$ cat src/rtl/srt_mul_check_if.sv
// Operand/result bundle for the Booth multiply-add checker.
// Handshake: START is sampled on a rising CLK edge only while BUSY is low;
// the edge that samples START=1 also latches A, B, C and EXP. DONE is a
// one-cycle pulse in which P and MATCH become valid; both then hold until
// the next DONE. There is no back-pressure on the result side.
interface srt_mul_check_if #(
   parameter int W = 64
);
   logic           START;
   logic [W-1:0]   A;
   logic [W-1:0]   B;
   logic [W-1:0]   C;
   logic [W-1:0]   EXP;
   logic           BUSY;
   logic           DONE;
   logic [2*W-1:0] P;
   logic           MATCH;

   modport master (
      output START, A, B, C, EXP,
      input  BUSY, DONE, P, MATCH
   );

   modport slave (
      input  START, A, B, C, EXP,
      output BUSY, DONE, P, MATCH
   );
endinterface

$ cat src/rtl/srt_mul_check.sv
// Sequential radix-4 Booth multiply-add: P = A*B + C (unsigned), one Booth
// digit per clock. Used to rebuild a dividend from divisor, quotient and
// remainder and compare it with the expected value.
// W must be even and >= 4.
module srt_mul_check #(
   parameter int W = 64
) (
   input  logic             CLK,
   input  logic             RST,
   srt_mul_check_if.slave   bus,
   output logic [1:0]       state_o
);
   localparam int ND = W / 2 + 1;       // Booth digits over the W+2-bit multiplier
   localparam int CW = $clog2(ND);
   localparam int AW = 2 * W + 2;       // accumulator width, two's complement

   typedef enum logic [1:0] {
      S_IDLE = 2'd0,
      S_RUN  = 2'd1,
      S_FIN  = 2'd2
   } state_t;

   state_t          state_q;
   logic [W-1:0]    a_q;
   logic [W-1:0]    exp_q;
   logic [W+2:0]    mb_q;               // {00, B, b[-1]} shifted right two bits per digit
   logic [CW-1:0]   cnt_q;
   logic [AW-1:0]   acc_q;
   logic [AW-1:0]   acc_d;
   logic [AW-1:0]   pp;
   logic [AW-1:0]   a_ext;
   logic [2*W-1:0]  p_q;
   logic            match_q;
   logic            busy_q;
   logic            done_q;
   logic            last_digit;

   assign a_ext      = {{(AW - W){1'b0}}, a_q};
   assign last_digit = (cnt_q == CW'(ND - 1));

   // Booth digit select and accumulate of the shifted partial product.
   always_comb begin
      pp = '0;
      unique case (mb_q[2:0])
         3'b001, 3'b010: pp = a_ext;
         3'b011:         pp = a_ext << 1;
         3'b100:         pp = -(a_ext << 1);
         3'b101, 3'b110: pp = -a_ext;
         default:        pp = '0;
      endcase
      acc_d = acc_q + (pp << {cnt_q, 1'b0});
   end

   // Control FSM with datapath registers and registered outputs.
   always_ff @(posedge CLK or posedge RST) begin
      if (RST) begin
         state_q <= S_IDLE;
         a_q     <= '0;
         exp_q   <= '0;
         mb_q    <= '0;
         cnt_q   <= '0;
         acc_q   <= '0;
         p_q     <= '0;
         match_q <= 1'b0;
         busy_q  <= 1'b0;
         done_q  <= 1'b0;
      end else begin
         done_q <= 1'b0;
         case (state_q)
            S_IDLE, S_FIN: begin
               // FIN accepts a new START just like IDLE, giving back-to-back issue.
               if (bus.START) begin
                  a_q     <= bus.A;
                  exp_q   <= bus.EXP;
                  acc_q   <= {{(AW - W){1'b0}}, bus.C};
                  mb_q    <= {2'b00, bus.B, 1'b0};
                  cnt_q   <= '0;
                  busy_q  <= 1'b1;
                  state_q <= S_RUN;
               end else begin
                  state_q <= S_IDLE;
               end
            end
            S_RUN: begin
               acc_q <= acc_d;
               mb_q  <= mb_q >> 2;
               cnt_q <= cnt_q + CW'(1);
               if (last_digit) begin
                  // Upper two accumulator bits are always zero here: no overflow.
                  p_q     <= acc_d[2*W-1:0];
                  match_q <= (acc_d[2*W-1:0] == {{W{1'b0}}, exp_q});
                  done_q  <= 1'b1;
                  busy_q  <= 1'b0;
                  state_q <= S_FIN;
               end
            end
            default: state_q <= S_IDLE;
         endcase
      end
   end

   assign bus.BUSY  = busy_q;
   assign bus.DONE  = done_q;
   assign bus.P     = p_q;
   assign bus.MATCH = match_q;
   assign state_o   = state_q;
endmodule

$ cat src/flat_wrapper.sv
// flat-port wrapper written by rule: the top's interface ports become plain ports
module srt_mul_check_flat 
#(
   parameter int W = 64
)
  (CLK, RST, state_o, bus_START, bus_A, bus_B, bus_C, bus_EXP, bus_BUSY, bus_DONE, bus_P, bus_MATCH);
  srt_mul_check_if #(.W(W)) bus_i ();
  input  logic CLK;
  input  logic RST;
  output logic [1:0] state_o;
  input wire logic [$bits(bus_i.START)-1:0] bus_START;
  input wire logic [$bits(bus_i.A)-1:0] bus_A;
  input wire logic [$bits(bus_i.B)-1:0] bus_B;
  input wire logic [$bits(bus_i.C)-1:0] bus_C;
  input wire logic [$bits(bus_i.EXP)-1:0] bus_EXP;
  output wire logic [$bits(bus_i.BUSY)-1:0] bus_BUSY;
  output wire logic [$bits(bus_i.DONE)-1:0] bus_DONE;
  output wire logic [$bits(bus_i.P)-1:0] bus_P;
  output wire logic [$bits(bus_i.MATCH)-1:0] bus_MATCH;
  assign bus_i.START = bus_START;
  assign bus_i.A = bus_A;
  assign bus_i.B = bus_B;
  assign bus_i.C = bus_C;
  assign bus_i.EXP = bus_EXP;
  assign bus_BUSY = bus_i.BUSY;
  assign bus_DONE = bus_i.DONE;
  assign bus_P = bus_i.P;
  assign bus_MATCH = bus_i.MATCH;
  srt_mul_check #(.W(W)) u_core (.CLK(CLK), .RST(RST), .bus(bus_i), .state_o(state_o));
endmodule
$ cat config.mk
export PLATFORM = sky130hd
export DESIGN_NAME = srt_mul_check_flat
export DESIGN_NICKNAME = d
export VERILOG_FILES = /design/src/rtl/srt_mul_check_if.sv /design/src/rtl/srt_mul_check.sv /design/src/flat_wrapper.sv
export SDC_FILE = /design/constraint.sdc
export NUM_CORES = 2
export LEC_CHECK = 0
export ABC_AREA = 1
export CORE_ASPECT_RATIO = 1.75
export CORE_MARGIN = 2
export CORE_UTILIZATION = 40
export CTS_CLUSTER_DIAMETER = 200
export DETAILED_ROUTE_END_ITERATION = 8
export DONT_BUFFER_PORTS = 1
export PLACE_DENSITY = 0.6
export SYNTH_ARGS = -nofsm -noshare
export SYNTH_HDL_FRONTEND = slang
export SYNTH_SLANG_ARGS = --single-unit
$ cat constraint.sdc
create_clock -name CLK -period 15.9 [get_ports CLK]
set_input_delay 3.18 -clock CLK [delete_from_list [all_inputs] [get_ports CLK]]
set_output_delay 3.18 -clock CLK [all_outputs]
set_load 0.01 [all_outputs]
# [After elaboration in Yosys (flattened, before gate mapping)]
# Cells that the tools add are included.
[op_classes] eq_ne=12 n_reduce_logical=9 n_shift=1 add_sub_neg=4 n_mux=15
[op_table] op="one-hot mux 130 bit (4 select lines)" n=1
[op_table] op="one-hot mux 130 bit (2 select lines)" n=1
[op_table] op="one-hot mux 67 bit (2 select lines)" n=1
[op_table] op="adder 130 bit" n=1
[op_table] op="2-to-1 mux 130 bit" n=1
[op_table] op="negator 64 -> 130 bit" n=1
[op_table] op="negator 65 -> 130 bit" n=1
[op_table] op="<< shifter 130 x 7 -> 130 bit" n=1
[op_table] op="== test 128 x 64 -> 1 bit" n=1
[op_table] op="2-to-1 mux 67 bit" n=1
[op_table] op="one-hot mux 6 bit (2 select lines)" n=1
[op_table] op="== test 3 bit (second input constant)" n=3
[op_table] op="adder 6 x 1 -> 6 bit (second input constant)" n=1
[op_table] op="== test 3 x 2 -> 1 bit (second input constant)" n=2
[op_table] op="== test 6 bit (second input constant)" n=1
[op_table] op="2-to-1 mux 6 bit" n=1
[op_table] op="AND reduction 2 bit" n=3
[op_table] op="OR reduction 2 bit" n=3
[op_table] op="2-to-1 mux 1 bit" n=5
[op_table] op="one-hot mux 2 bit (2 select lines)" n=1
[op_table] op="== test 3 x 1 -> 1 bit (second input constant)" n=1
[op_table] op="AND reduction 3 bit" n=1
[op_table] op="== test 2 x 1 -> 1 bit (second input constant)" n=1
[op_table] op="== test 2 bit (second input constant)" n=1
[op_table] op="6 further kinds" n=6
[totals] elab_cells=51 ff_bits=464 input_bits=259 output_inout_bits=133

# [Longest topological paths before layout]
[logic_depth] depth_word=6 ltp_mapped=44 mapped_depth_nobuf=44

# [Worst setup path before layout]
# OpenSTA, ideal clock, no wires.
[synth_path] kind="reg2reg" from="reg u_core.a_q[6]" to="reg u_core.match_q (netlist: u_core.bus.MATCH)" synth_period_minus_slack_ns=4.674 setup_ns=0.065 stages_incl_launch_ff=39 arrival_ns=4.609 setup_slack_ns=11.226 path_buffers=0 t_required_ns=15.835 cell_sequence="dfrtp_1 > nor2_1 > nand2_2 > nor2_8 > nand2_8 > nor2_8 > nand2_4 > nor3_4 > ha_1 > a221oi_1 > nand2_1 > nand2_1 > nand3_1 > o21ai_0 > mux2i_1 > mux2i_1 > nor2_1 > nor2_1 > (+3 left out) > nor2_1 > inv_1 > nor2_1 > inv_1 > nor2_1 > inv_1 > nor3_2 > nand4_1 > nand3_2 > nand2_1 > nand2_1 > xor2_1 > nand2_1 > nor2_1 > nand4_1 > nor2_1 > nand3_1 > nand2_1"
[synth_between] elab_chain_cells=5 elab_cells_between_ends=6 classes_between="3 x add/sub; 1 x eq/ne; 1 x shift; 1 x mux"
[synth_rtl] element="from (decl)" line="srt_mul_check.sv:24" source="logic [W-1:0] a_q;"
[synth_rtl] element="from (signal assigned)" line="srt_mul_check.sv:73" source="a_q <= bus.A;"
[synth_rtl] element="negator 65 -> 130 bit / negator 64 -> 130 bit (equally long branches)" line="srt_mul_check.sv:47, srt_mul_check.sv:48"
[synth_rtl] element="one-hot mux 130 bit (4 select lines) *" line="srt_mul_check.sv:44" source="unique case (mb_q[2:0])"
[synth_rtl] element="<< shifter 130 x 7 -> 130 bit *" line="srt_mul_check.sv:51" source="acc_d = acc_q + (pp << {cnt_q, 1'b0});"
[synth_rtl] element="adder 130 bit *" line="srt_mul_check.sv:51"
[synth_rtl] element="== test 128 x 64 -> 1 bit *" line="srt_mul_check.sv:91" source="match_q <= (acc_d[2*W-1:0] == {{W{1'b0}}, exp_q});"
[synth_rtl] element="to (signal assigned)" line="srt_mul_check.sv:91"
[synth_rtl] element="to (decl)" line="srt_mul_check.sv:33" source="logic match_q;"
# Mark *: on every way between the ends. The rest lies on a longest branch, timed or not.
# A chain may end at the register's enable or synchronous reset.

# [Worst setup path after layout]
[layout_path] from="reg u_core.a_q[35]" to="reg u_core.match_q (netlist: u_core.bus.MATCH)"
# The elaborated chain is that of the path after synthesis.

==> impl_metrics.yaml <==
status:
  status: "complete, but fails checks"
  violations: "max-capacitance violations, max-slew violations"
yosys:
  yosysWarnings: 0
  syn_avg_cell_area_um2: 6.17
  synth_edf_count: 0
  synth_ff_type: "dfrtp_1"
  synthCells: 6378
  syn_nets: 6770
  async_flop_share: 1.00
  synth_seq_area_share: 0.292
  ys_types: 63
  ys_seq_elements: 460
  syn_area_um2: 39400
worst_setup_path:
  crit_fanout: 6
  crit_family: "simple AND/OR/NAND/NOR gates"
  worstPathArrival_ns: 11.30
  criticalPathCategory: "flop to flop"
  critPathMostFrequentCell: "nand2_1"
  crit_required_ns: 16.51
  critical-path-slowest-cell: "xor2_1"
  crit_buf_inv: 3
  critPathLaunchType: "flop"
  slowest_delay_ns: 0.98
  worstSetupEndpointType: "flop"
detailed_routing:
  wl_mm: 238
  drcViolationCount: 0
  first_pass_iters: 8
  drt-initial-drc-count: 4313
  avgViaCountPerCell: 5.90
  routedWlPerCell_um: 31.2
  ant_nets: 0
  vias: 45000
timing:
  period_needed_ns: 10.69
  period_share: 0.672
  finalSetupTns_ns: 0
  rsz0062_at_grt: "false"
  timing_hold_violations_final: 0
  slew_viol_final: 27
  fmax_mhz: 93.5
  tightest_slew_ns: 1.65
  setup_violations: 0
  slew_headroom: -0.112
  skew_ns: 0.0682
placed_design:
  gp_congestion: 1.13
  place_hpwl_mm: 188
  portBuffers: 0
clocking:
  cts_buffers: 50
  cts_resized: 0
  ctsHoldBuffers: 0
  root_buffer: "clkbuf_16"
  cts.path.max_buffers: 3
  path_clk_slew_ns: 0.07
  clock-sinks: 460
  cts_tree: "yes"
  cts_setup_buffers: 0
  htreeDepth: 2
  insertion_delay_ns: 0.74
floorplan:
  rows: 152
  core_um2: 97800
  dieArea_um2: 101000
  fp.dieH_um: 419
  die_width_um: 241
  ioPinCount: 392
  initial_utilization: 0.403
finish:
  drive_above_1_share: 0.0452
  syn2layout_area_growth_pct: 7.53
  fin_nets: 6635
global_route:
  track_usage: 0.473
  grt_start_max_net_pins: 144
  antenna_found_initial: 36
  grt_pass1_wl_mm: 332
  grt_pass1_vias: 44500
  grt-ovfl-total: 0
run:
  cap_viol_max_count: 8
worst_hold_path:
  hp-class: "flop to flop"
-- layer usage --
layer	up-vias	part of all wire	GRT usage
met4	22	0.13	0.501
met5	-	0.00077	0.0134
met2	2279	0.46	0.760
li1	20500	-	-
met1	21100	0.32	0.441
met3	1061	0.089	0.179
-- flip-flops by register name, summed over array words and instances (netlist names) --
name              cells
u_core.acc_q        128
u_core.bus.BUSY       1
u_core.bus.P        128
u_core.exp_q         64
u_core.a_q           64
u_core.bus.DONE       1
u_core.state_o        2
u_core.cnt_q          6
u_core.mb_q          65
u_core.bus.MATCH      1
-- cell families (layout without fill, tap and decap cells) --
family,Yosys count,in the layout,share of synthesized area
AO/OA/AOI/OAI,1224,1224,0.176
XOR/XNOR,79,79,0.0206
adder cells (fa/ha/maj),133,133,0.0425
buffers and inverters,1045,950,0.101
flip-flops,460,460,0.292
multiplexers,23,23,0.00585
other,0,25,0
AND/OR/NAND/NOR,3414,3414,0.361
-- Yosys cell counts (7+ instances only) --
master | n | area, µm²
nand2_1 | 2043 | 7670
inv_1 | 793 | 2980
nor2_1 | 656 | 2460
o21ai_0 | 574 | 2870
nand3_1 | 467 | 2340
dfrtp_1 | 460 | 11500
a21oi_1 | 273 | 1370
clkbuf_1 | 150 | 563
ha_1 | 132 | 1650
o21ai_1 | 82 | 410
o211ai_1 | 74 | 556
o221ai_1 | 63 | 552
xor2_1 | 61 | 534
o22ai_1 | 50 | 313
nand4_1 | 45 | 282
buf_1 | 44 | 165
buf_2 | 42 | 210
nand3b_1 | 41 | 308
nand2_2 | 38 | 238
nor3_1 | 33 | 165
mux2i_1 | 23 | 230
nor2_2 | 21 | 131
o2111ai_1 | 20 | 175
or2_1 | 15 | 93.8
a31oi_1 | 14 | 87.6
nand3_2 | 13 | 130
a22o_1 | 12 | 105
a21o_1 | 11 | 82.6
inv_2 | 10 | 37.5
o21bai_1 | 10 | 75.1
nor2_4 | 9 | 101
xnor2_1 | 9 | 78.8
o21a_1 | 8 | 60.1
o31ai_1 | 7 | 52.6
-- final cells by class --
class	count	area (µm²)
diodes	25	62.6
flip-flops and latches	460	11500
multi-input cells	4873	23900
repair buffers	50	407
fillers	11000	55400
well taps	1309	1640
clock inverters	24	318
clock buffers	68	1410
inverters	808	3060
-- cells in the final DEF, fill, tap and decap left out, types with 20 or more instances in the layout --
cell,Yosys,layout
nand2_1,2043,2042
inv_1,793,789
nor2_1,656,651
o21ai_0,574,570
nand3_1,467,466
dfrtp_1,460,454
a21oi_1,273,272
ha_1,132,132
o21ai_1,82,85
o211ai_1,74,74
o221ai_1,63,63
xor2_1,61,61
o22ai_1,50,50
clkbuf_16,0,50
nand4_1,45,45
buf_4,0,45
nand3b_1,41,41
nand2_2,38,39
nor3_1,33,32
nor2_2,21,26
diode_2,0,25
mux2i_1,23,23
o2111ai_1,20,20
-- worst min-delay path, stage by stage (launching register included) --
cell	delay [ns]
dfrtp_1	0.35
nand2_1	0.06
nand2_1	0.06
-- worst paths after layout --
check | from | to | slack, ns | depth (start not counted)
min in group asynchronous | RST | u_core.acc_q[120]$_DFFE_PP0P_ | 2.57 | 1
max in group asynchronous | RST | u_core.exp_q[17]$_DFFE_PP0P_ | 10.53 | 4
worst min register to register | u_core.exp_q[43]$_DFFE_PP0P_ | u_core.exp_q[43]$_DFFE_PP0P_ | 0.50 | 2
worst min-delay path | u_core.exp_q[43]$_DFFE_PP0P_ | u_core.exp_q[43]$_DFFE_PP0P_ | 0.50 | 2
worst max-delay path | u_core.a_q[35]$_DFFE_PP0P_ | u_core.bus.MATCH$_DFFE_PP0P_ | 5.21 | 33
worst max register to register | u_core.a_q[35]$_DFFE_PP0P_ | u_core.bus.MATCH$_DFFE_PP0P_ | 5.21 | 33
-- per-stage QoR --
step                instances  hold WS, ns  setup slack, ns  utilization  instance area (µm²)
floorplan                6378        0.451             6.50            -                39400
global placement         7493        0.469             7.08        0.414                40400
detailed placement       7493        0.477             7.18        0.414                40400
CTS                      7585        0.494             7.13        0.431                42200
global route             7604        0.510             5.07        0.433                42300
finish                   7617        0.496             5.21        0.433                42300
Power is not shown: default switching activity piles up to over one toggle a cycle in this logic, so the estimate is an artifact.
